===== config.mk =====
export PLATFORM = sky130hd
export DESIGN_NAME = game_scoreboard
export DESIGN_NICKNAME = d
export VERILOG_FILES = /design/src/rtl/gravity_pkg.sv /design/src/rtl/game_scoreboard_score_counter.sv /design/src/rtl/game_scoreboard.sv
export SDC_FILE = /design/constraint.sdc
export NUM_CORES = 1
export LEC_CHECK = 0
export BUFFER_PORTS_ARGS = -buffer_cell sky130_fd_sc_hd__clkbuf_2
export CAP_MARGIN = 10
export CORE_UTILIZATION = 51
export CTS_CLUSTER_DIAMETER = 80
export CTS_CLUSTER_SIZE = 30
export DETAILED_ROUTE_END_ITERATION = 7
export PLACE_DENSITY = 0.89
export SLEW_MARGIN = 40
export SYNTH_ARGS = -nofsm -noshare
export SYNTH_HDL_FRONTEND = slang
export SYNTH_HIERARCHICAL = 1
export SYNTH_SLANG_ARGS = --single-unit

===== constraint.sdc =====
create_clock -name clk -period 2.2 [get_ports clk]
set_input_delay 0.22 -clock clk [delete_from_list [all_inputs] [get_ports clk]]
set_output_delay 0.22 -clock clk [all_outputs]
set_load 0.02 [all_outputs]

===== src/rtl/gravity_pkg.sv =====
// Shared definitions for the gravity game: player count, state encoding,
// counter width selection and a popcount helper also used by the renderer.
// Optional feature macro: SCOREBOARD_BCD_EN (4-digit packed BCD counters).
package gravity_pkg;

    localparam int NUM_PLAYERS = 4;
    localparam int PID_W       = 2;
    localparam int SCORE_W_DEF = 16;

    typedef enum logic [1:0] {
        ST_IDLE = 2'b00,
        ST_RUN  = 2'b01,
        ST_OVER = 2'b10
    } state_t;

`ifdef SCOREBOARD_BCD_EN
    localparam bit BCD_EN = 1'b1;
`else
    localparam bit BCD_EN = 1'b0;
`endif

    // BCD counters are always four digits wide regardless of the requested width
    function automatic int cnt_w(input int w);
        return BCD_EN ? 16 : w;
    endfunction

    function automatic logic [2:0] popcount4(input logic [3:0] v);
        return {2'b00, v[0]} + {2'b00, v[1]} + {2'b00, v[2]} + {2'b00, v[3]};
    endfunction

endpackage


===== src/rtl/game_scoreboard_score_counter.sv =====
// Saturating frame counter with synchronous clear.
// SCOREBOARD_BCD_EN defined: 4-digit packed BCD, saturates at 16'h9999 (W must be 16).
// Otherwise: plain binary, saturates at all-ones.
module score_counter #(
    parameter int W = 16
) (
    input  logic         clk,
    input  logic         reset,
    input  logic         clr,
    input  logic         inc,
    output logic [W-1:0] q
);

    logic [W-1:0] r_q;
    logic [W-1:0] w_next;
    logic         w_sat;

`ifdef SCOREBOARD_BCD_EN
    logic w_carry;

    // Ripple a +1 through the four BCD digits, each rolling 9 -> 0 with carry
    always_comb begin
        w_next  = r_q;
        w_carry = 1'b1;
        for (int unsigned i = 0; i < 4; i++) begin
            if (w_carry) begin
                if (r_q[4*i +: 4] == 4'd9) begin
                    w_next[4*i +: 4] = 4'd0;
                end else begin
                    w_next[4*i +: 4] = r_q[4*i +: 4] + 4'd1;
                    w_carry          = 1'b0;
                end
            end
        end
        w_sat = (r_q == 16'h9999);
    end
`else
    // Binary increment; saturation at all-ones
    always_comb begin
        w_next = r_q + W'(1);
        w_sat  = &r_q;
    end
`endif

    // Counter register: clear wins over increment, hold once saturated
    always_ff @(posedge clk or negedge reset) begin
        if (!reset) begin
            r_q <= '0;
        end else if (clr) begin
            r_q <= '0;
        end else if (inc && !w_sat) begin
            r_q <= w_next;
        end
    end

    assign q = r_q;

endmodule


===== src/rtl/game_scoreboard.sv =====
// Game-level scoreboard: IDLE/RUN/OVER FSM, roster latch, per-player survival
// scores, elapsed frame count, winner/tie detection and playfield freeze.
// Optional feature macro: SCOREBOARD_BCD_EN (BCD counters, width fixed at 16).
module game_scoreboard
    import gravity_pkg::*;
#(
    parameter int SCORE_W = SCORE_W_DEF
) (
    input  logic                        clk,
    input  logic                        reset,
    input  logic                        tick,
    input  logic                        enable_board,
    input  logic [3:0]                  in_game,
    input  logic [3:0]                  dead,
    input  logic                        restart,
    output logic [1:0]                  state_o,
    output logic                        board_freeze,
    output logic [PID_W-1:0]            winner,
    output logic                        winner_valid,
    output logic                        tie,
    output logic [cnt_w(SCORE_W)-1:0]   score_p1,
    output logic [cnt_w(SCORE_W)-1:0]   score_p2,
    output logic [cnt_w(SCORE_W)-1:0]   score_p3,
    output logic [cnt_w(SCORE_W)-1:0]   score_p4,
    output logic [cnt_w(SCORE_W)-1:0]   elapsed
);

    localparam int CW = cnt_w(SCORE_W);

    state_t                 r_state;
    logic [3:0]             r_roster;
    logic [PID_W-1:0]       r_winner;
    logic                   r_winner_valid;
    logic                   r_tie;
    logic                   r_freeze;

    logic [3:0]             w_alive;
    logic [2:0]             w_alive_cnt;
    logic                   w_multi;
    logic                   w_end;
    logic                   w_start;
    logic                   w_run_tick;
    logic [PID_W-1:0]       w_alive_idx;
    logic [CW-1:0]          w_score [NUM_PLAYERS];

    assign w_alive     = r_roster & ~dead;
    assign w_alive_cnt = popcount4(w_alive);
    assign w_multi     = popcount4(r_roster) >= 3'd2;
    assign w_end       = w_multi ? (w_alive_cnt <= 3'd1) : (w_alive == 4'b0000);
    assign w_start     = (r_state == ST_IDLE) && enable_board && (|in_game);
    assign w_run_tick  = (r_state == ST_RUN) && tick;

    // Index of the (last) alive player; only meaningful when exactly one remains
    always_comb begin
        w_alive_idx = '0;
        for (int unsigned i = 0; i < NUM_PLAYERS; i++) begin
            if (w_alive[i]) begin
                w_alive_idx = PID_W'(i);
            end
        end
    end

    // Game FSM with registered result and freeze outputs
    always_ff @(posedge clk or negedge reset) begin
        if (!reset) begin
            r_state        <= ST_IDLE;
            r_roster       <= '0;
            r_winner       <= '0;
            r_winner_valid <= 1'b0;
            r_tie          <= 1'b0;
            r_freeze       <= 1'b0;
        end else begin
            case (r_state)
                ST_IDLE: begin
                    if (w_start) begin
                        r_state        <= ST_RUN;
                        r_roster       <= in_game;
                        r_winner_valid <= 1'b0;
                        r_tie          <= 1'b0;
                    end
                end
                ST_RUN: begin
                    // Board disable aborts the game without a result
                    if (!enable_board) begin
                        r_state        <= ST_IDLE;
                        r_winner_valid <= 1'b0;
                        r_tie          <= 1'b0;
                    end else if (w_end) begin
                        r_state  <= ST_OVER;
                        r_freeze <= 1'b1;
                        if (w_alive_cnt == 3'd1) begin
                            r_winner       <= w_alive_idx;
                            r_winner_valid <= 1'b1;
                            r_tie          <= 1'b0;
                        end else begin
                            r_winner       <= '0;
                            r_winner_valid <= 1'b0;
                            r_tie          <= w_multi;
                        end
                    end
                end
                ST_OVER: begin
                    if (restart) begin
                        r_state  <= ST_IDLE;
                        r_freeze <= 1'b0;
                    end
                end
                default: begin
                    r_state  <= ST_IDLE;
                    r_freeze <= 1'b0;
                end
            endcase
        end
    end

    for (genvar g = 0; g < NUM_PLAYERS; g++) begin : g_score
        score_counter #(.W(CW)) u_score (
            .clk   (clk),
            .reset (reset),
            .clr   (w_start),
            .inc   (w_run_tick && w_alive[g]),
            .q     (w_score[g])
        );
    end

    score_counter #(.W(CW)) u_elapsed (
        .clk   (clk),
        .reset (reset),
        .clr   (w_start),
        .inc   (w_run_tick),
        .q     (elapsed)
    );

    assign state_o      = r_state;
    assign board_freeze = r_freeze;
    assign winner       = r_winner;
    assign winner_valid = r_winner_valid;
    assign tie          = r_tie;
    assign score_p1     = w_score[0];
    assign score_p2     = w_score[1];
    assign score_p3     = w_score[2];
    assign score_p4     = w_score[3];

endmodule


# == Yosys cells after proc, flatten, opt, wreduce, memory -nomap -nowiden ==
# Cells that the tools add are included.
# W data, S select, Z words.
# classes
reduce_logical,36
n_eq_ne,8
add_sub_neg,11
mux,33
n_lt_le_gt_ge,2
n_bitwise,3
# ops
operator,count
$mux W16,10
$add A16 B1 Y16 const B,5
$reduce_and A16 Y1,5
$mux W2,7
$logic_and A1 B1 Y1,12
$mux W1,12
$reduce_bool A2 Y1,6
$reduce_and A3 Y1,3
$add A2 B1 Y3,2
$add A3 B1 Y3,2
$ne A2 B2 Y1 const B,3
$pmux W2 S3,1
$logic_not A1 Y1,5
$add A1 B1 Y2,2
$and A4 B4 Y4,1
$logic_not A4 Y1,1
$not A4 Y4,1
$pmux W1 S2,2
$reduce_and A4 Y1,1
$reduce_or A4 Y1,1
$eq A3 B1 Y1 const B,1
$ge A3 B2 Y1 const B,1
$le A3 B1 Y1 const B,1
$ne A3 B3 Y1 const B,1
other kinds (7),7
# word_totals
out_inout_bits,87
regBits,91
elab_cells,104

# == Longest topological paths before layout ==
# depth
ltp_word,10
ltp_mapped,10

# == Modules after synthesis ==
# The synthesis kept the hierarchy.
# modules_own_cells
module,n_inst,cells_each,area_each_um2
score_counter,5,95,919.6
game_scoreboard,1,67,701.9

# == Worst setup path before layout ==
# OpenSTA, ideal clock, no wires.
# synth_timing
path_type,register -> register
start,register r_roster[1]
end,"register r_winner[0], in the netlist winner[0]"
arrival_time_ps,2064
period_less_slack_ps,2192
setup_time_ps,128
slack_ps,8
t_required_ps,2072
stages_incl_launch_ff,9
path_cell_list,dfrtp_1 nor2b_1 fa_1 ha_1 inv_1 ha_1 nand2b_1 a21oi_2 mux2_1
# synth_between
elab_chain_len,7
elab_cells_between_ends,17
cone_classes,add/sub: 6; order compare: 2; eq/ne: 1; mux: 5; bitwise: 1; reduce/logical: 2
# synth_rtl
element,line,source
start: declaration,game_scoreboard.sv:31,logic [3:0] r_roster;
start signal: assignment,game_scoreboard.sv:77,r_roster <= in_game;
$and A4 B4 Y4,game_scoreboard.sv:46,assign w_alive = r_roster & ~dead;
$add A1 B1 Y2,gravity_pkg.sv:28,"return {2'b00, v[0]} + {2'b00, v[1]} + {2'b00, v[2]} + {2'b00, v[3]};"
$add A2 B1 Y3,gravity_pkg.sv:28,
$add A3 B1 Y3,gravity_pkg.sv:28,
$le A3 B1 Y1,game_scoreboard.sv:49,assign w_end = w_multi ? (w_alive_cnt <= 3'd1) : (w_alive == 4'b0000);
$mux W1,game_scoreboard.sv:49,
$reduce_and A3 Y1 (no source line),-,
end signal: assignment,game_scoreboard.sv:92,r_winner <= w_alive_idx;
end: declaration,game_scoreboard.sv:32,logic [PID_W-1:0] r_winner;
# Parallel ways exist; a longest one is shown, timed or not.
# A chain may end at the register's enable or synchronous reset.

# == Worst setup path after layout ==
# layout_timing
start,register r_roster[3]
end,"register r_winner[1], in the netlist winner[1]"
# layout_between
elab_chain_len,5
elab_cells_between_ends,11
cone_classes,add/sub: 2; order compare: 2; eq/ne: 1; mux: 3; bitwise: 1; reduce/logical: 2
# layout_rtl
element,line
$and A4 B4 Y4,game_scoreboard.sv:46
$add A3 B1 Y3,gravity_pkg.sv:28
$le A3 B1 Y1,game_scoreboard.sv:49
$mux W1,game_scoreboard.sv:49
$reduce_and A3 Y1 (no source line),-
# Parallel ways exist; a longest one is shown, timed or not.

==> metrics <==
Die X just over 100 um; clock power share 0.235; sequential power share 0.391; hold slack approximately 0.12 ns; CP arrival approximately 2.4 ns; drt drc 0; Final Core Density 0.647; leakage power approximately 2.9 nW; critical path endpoint category register; Switch Pwr ~1.7 mW; #FFs+latches synth around 90; Setup TNS 0 ns; Distinct cells, synth 47; CTS clk-pin slew, worst paths about 0.090 ns; internal power 3.20 mW; Routed Antenna Nets 0; syn_area_per_cell 9.78 um2; initial antenna violation count 0; Final period util 0.993; I/O Pins 100; f_max ~460 MHz; 1st-pass router iterations 5; Synth area leaders dfrtp_1 43%, a21oi_1 4.1%, nor2_1 3.3%; Clock Skew about 0.0084 ns; Synth Warn # 6; Final min period around 2.2 ns; Setup Viol. Count Final 0; outcome complete, no violations; via count approximately 4800; GRT Util Overall 0.238; gpl congestion around 0.86; DP Area around 0.0061 mm2; H-tree Lvls 3; share of layout cells above drive strength 1 0.316; clock sinks about 90; type of the worst min-delay path input port to register; initial DRC count between 200 and 300; Core Rows 36; worst skew pair latency roughly 0.36 ns; CTS Buffer Depth 2; Peak VDD IR around 0.00056 V; GRT overflow 0; Crit Path Max Fanout 3; Sw Share 0.352; combinational power share 0.374; Fill cells about 780; starting density of the core 0.535; total CTS buffers 9; pwr/cell area just under 800 mW/mm2; ys flop type dfrtp_1; ant diodes 0; CTS tree built; relative max-transition margin 0.654; core footprint 0.00991 mm2; Synth top area share 0.430; die area roughly 0.011 mm2; async set or reset register ratio after synthesis 1.00; type of the worst setup path register to register; Final Hold Violating Endpoints 0; Die Y 104 um; RSZ-0062 raised after global routing true; Design Area, Final ~0.0064 mm2; max-slew violation count 0; sequential fraction of the synthesis area 0.430; global-route wire length before repair approximately 21000 um; largest net degree at the start of global routing 54; CTS root buf clkbuf_8; Area Growth Syn to Fin 20.9%; Worst-Margin Slew approximately 0.52 ns; vias in the first global route roughly 4500; startpoint types register; Required @ worst endpoint between 2 and 2.5 ns; drt wl/cell 16.2 um; syn nets between 500 and 600; WL final around 13000 um; Yosys top cell by area dfrtp_1; DPL Wire Length between 9000 and 10000 um; Mapped Area 0.00530 mm2; post-synthesis cell count 542; Max-cap violations 0; DR vias/cell ~6; port bufs 99; Final Power between 4 and 5 mW; Final nets a little under 700; Post-synth EDFFs 0
-- power by group through the flow --
stage                     clock, mW  sequential (mW)  combinational [mW]
after floorplan                   0             2.08               0.831
after global placement            0             1.94                1.44
after detailed placement          0             1.96                1.51
after CTS                      1.18             1.92                1.60
after global routing           1.27             1.95                1.99
final                          1.16             1.93                1.85
-- final timing paths --
path,startpoint,to,slack (ns),depth (start not counted)
min in group asynchronous,reset,g_score[2].u_score/q[15],0.37,2
hold reg to reg,board_freeze,board_freeze,0.50,1
max in group asynchronous,reset,g_score[0].u_score/q[0],1.17,3
hold / removal,in_game[2],r_roster[2],0.12,2
setup reg to reg,r_roster[3],winner[1],0.02,9
setup / recovery,r_roster[3],winner[1],0.02,9
-- metal layers --
| metal | up-vias | part of all wire | wire, um | GRT usage |
|---|---|---|---|---|
| met5 | - | 0 | 0 | 0 |
| met4 | 0 | 0.012 | 155 | 0.0969 |
| met3 | 15 | 0.051 | 658 | 0.0457 |
| met2 | 164 | 0.50 | 6530 | 0.398 |
| met1 | 2362 | 0.43 | 5640 | 0.303 |
| li1 | 2250 | - | - | - |
-- registers in the layout (all words and copies together), names as in the netlist --
| signal | cells |
|---|---|
| winner_valid | 1 |
| board_freeze | 1 |
| r_roster | 4 |
| tie | 1 |
| winner | 2 |
| u_elapsed/q | 16 |
| g_score.u_score/q | 64 |
| state_o | 2 |
-- final cells by class --
type                    instances  area, um2  share of cell area
multi-input cells             420       2990               0.467
well taps                     133        166              0.0260
clock inverters                 6       65.1              0.0102
repair buffers                119        692               0.108
inverters                      21       78.8              0.0123
clock buffers                  10        138              0.0215
flip-flops and latches         91       2280               0.355
-- cells in the final DEF, fill, tap and decap left out, drive strengths merged, types with 20 or more instances in the layout --
| cell type | netlist | routed |
|---|---|---|
| dfrtp | 91 | 91 |
| buf | 0 | 20 |
| nand2 | 38 | 38 |
| or3 | 20 | 20 |
| nand2b | 20 | 20 |
| nor3 | 20 | 20 |
| nand3 | 25 | 25 |
| clkbuf | 10 | 108 |
| nor2 | 48 | 48 |
| inv | 21 | 21 |
| o21ai | 21 | 21 |
| a21oi | 44 | 44 |
-- repair_timing --
| item | in CTS | in global routing |
|---|---|---|
| hold buffers | 1 | 0 |
| gates resized for setup | 5 | 19 |
| endpoints found under the hold margin | 38 | 0 |
| endpoints found under the setup margin | 2 | 20 |
| pin swaps | 1 | 9 |
| buffers inserted | 2 | 3 |
-- critical path, cell delays in order (launching register included) --
cell,delay [ns]
dfrtp_1,0.39
nand2b_1,0.12
inv_1,0.09
fa_1,0.45
ha_2,0.22
inv_2,0.08
ha_4,0.14
nand2b_4,0.07
a21oi_4,0.19
mux2_4,0.32
-- cells by family (layout without fill, tap and decap cells) --
kind of cell	after synthesis	after routing	share of synthesized area
xor+xnor	5	5	0.00826
mux	26	26	0.0593
buf+inv	31	156	0.0220
simple gates	257	257	0.303
fa+ha+maj	11	11	0.0288
compound gates	121	121	0.149
flops	91	91	0.430
-- through the flow --
stage               instances  worst slack [ns]
floorplan                 542           0.00809
global placement          778            0.0806
detailed placement        778           -0.0684
CTS                       797            0.0132
global route              800           -0.0507
finish                    800            0.0151
-- synth_stat cells (2+ instances only) --
master,instances
and2_1,16
nor3_1,15
or3_1,20
o31ai_1,15
mux2i_1,10
nor4_2,5
nand2b_1,20
a21o_1,2
nor3b_1,5
mux2_4,9
clkbuf_1,10
o2111ai_2,5
nor3_4,5
and4_4,5
and4_1,5
mux2_2,5
nor2_1,47
nand4_2,5
ha_1,9
fa_1,2
nor4_1,5
o21bai_1,5
inv_1,21
o21ai_0,21
and3_2,5
nand4_1,6
xor2_1,5
o211ai_1,5
nand3_4,5
a31oi_1,15
a21oi_1,43
nand2_1,38
mux2_1,2
and3_1,5
a21boi_2,5
or4_1,10
nor2b_1,12
dfrtp_1,91
nand3_1,20
(Power assumes the default switching activity.)
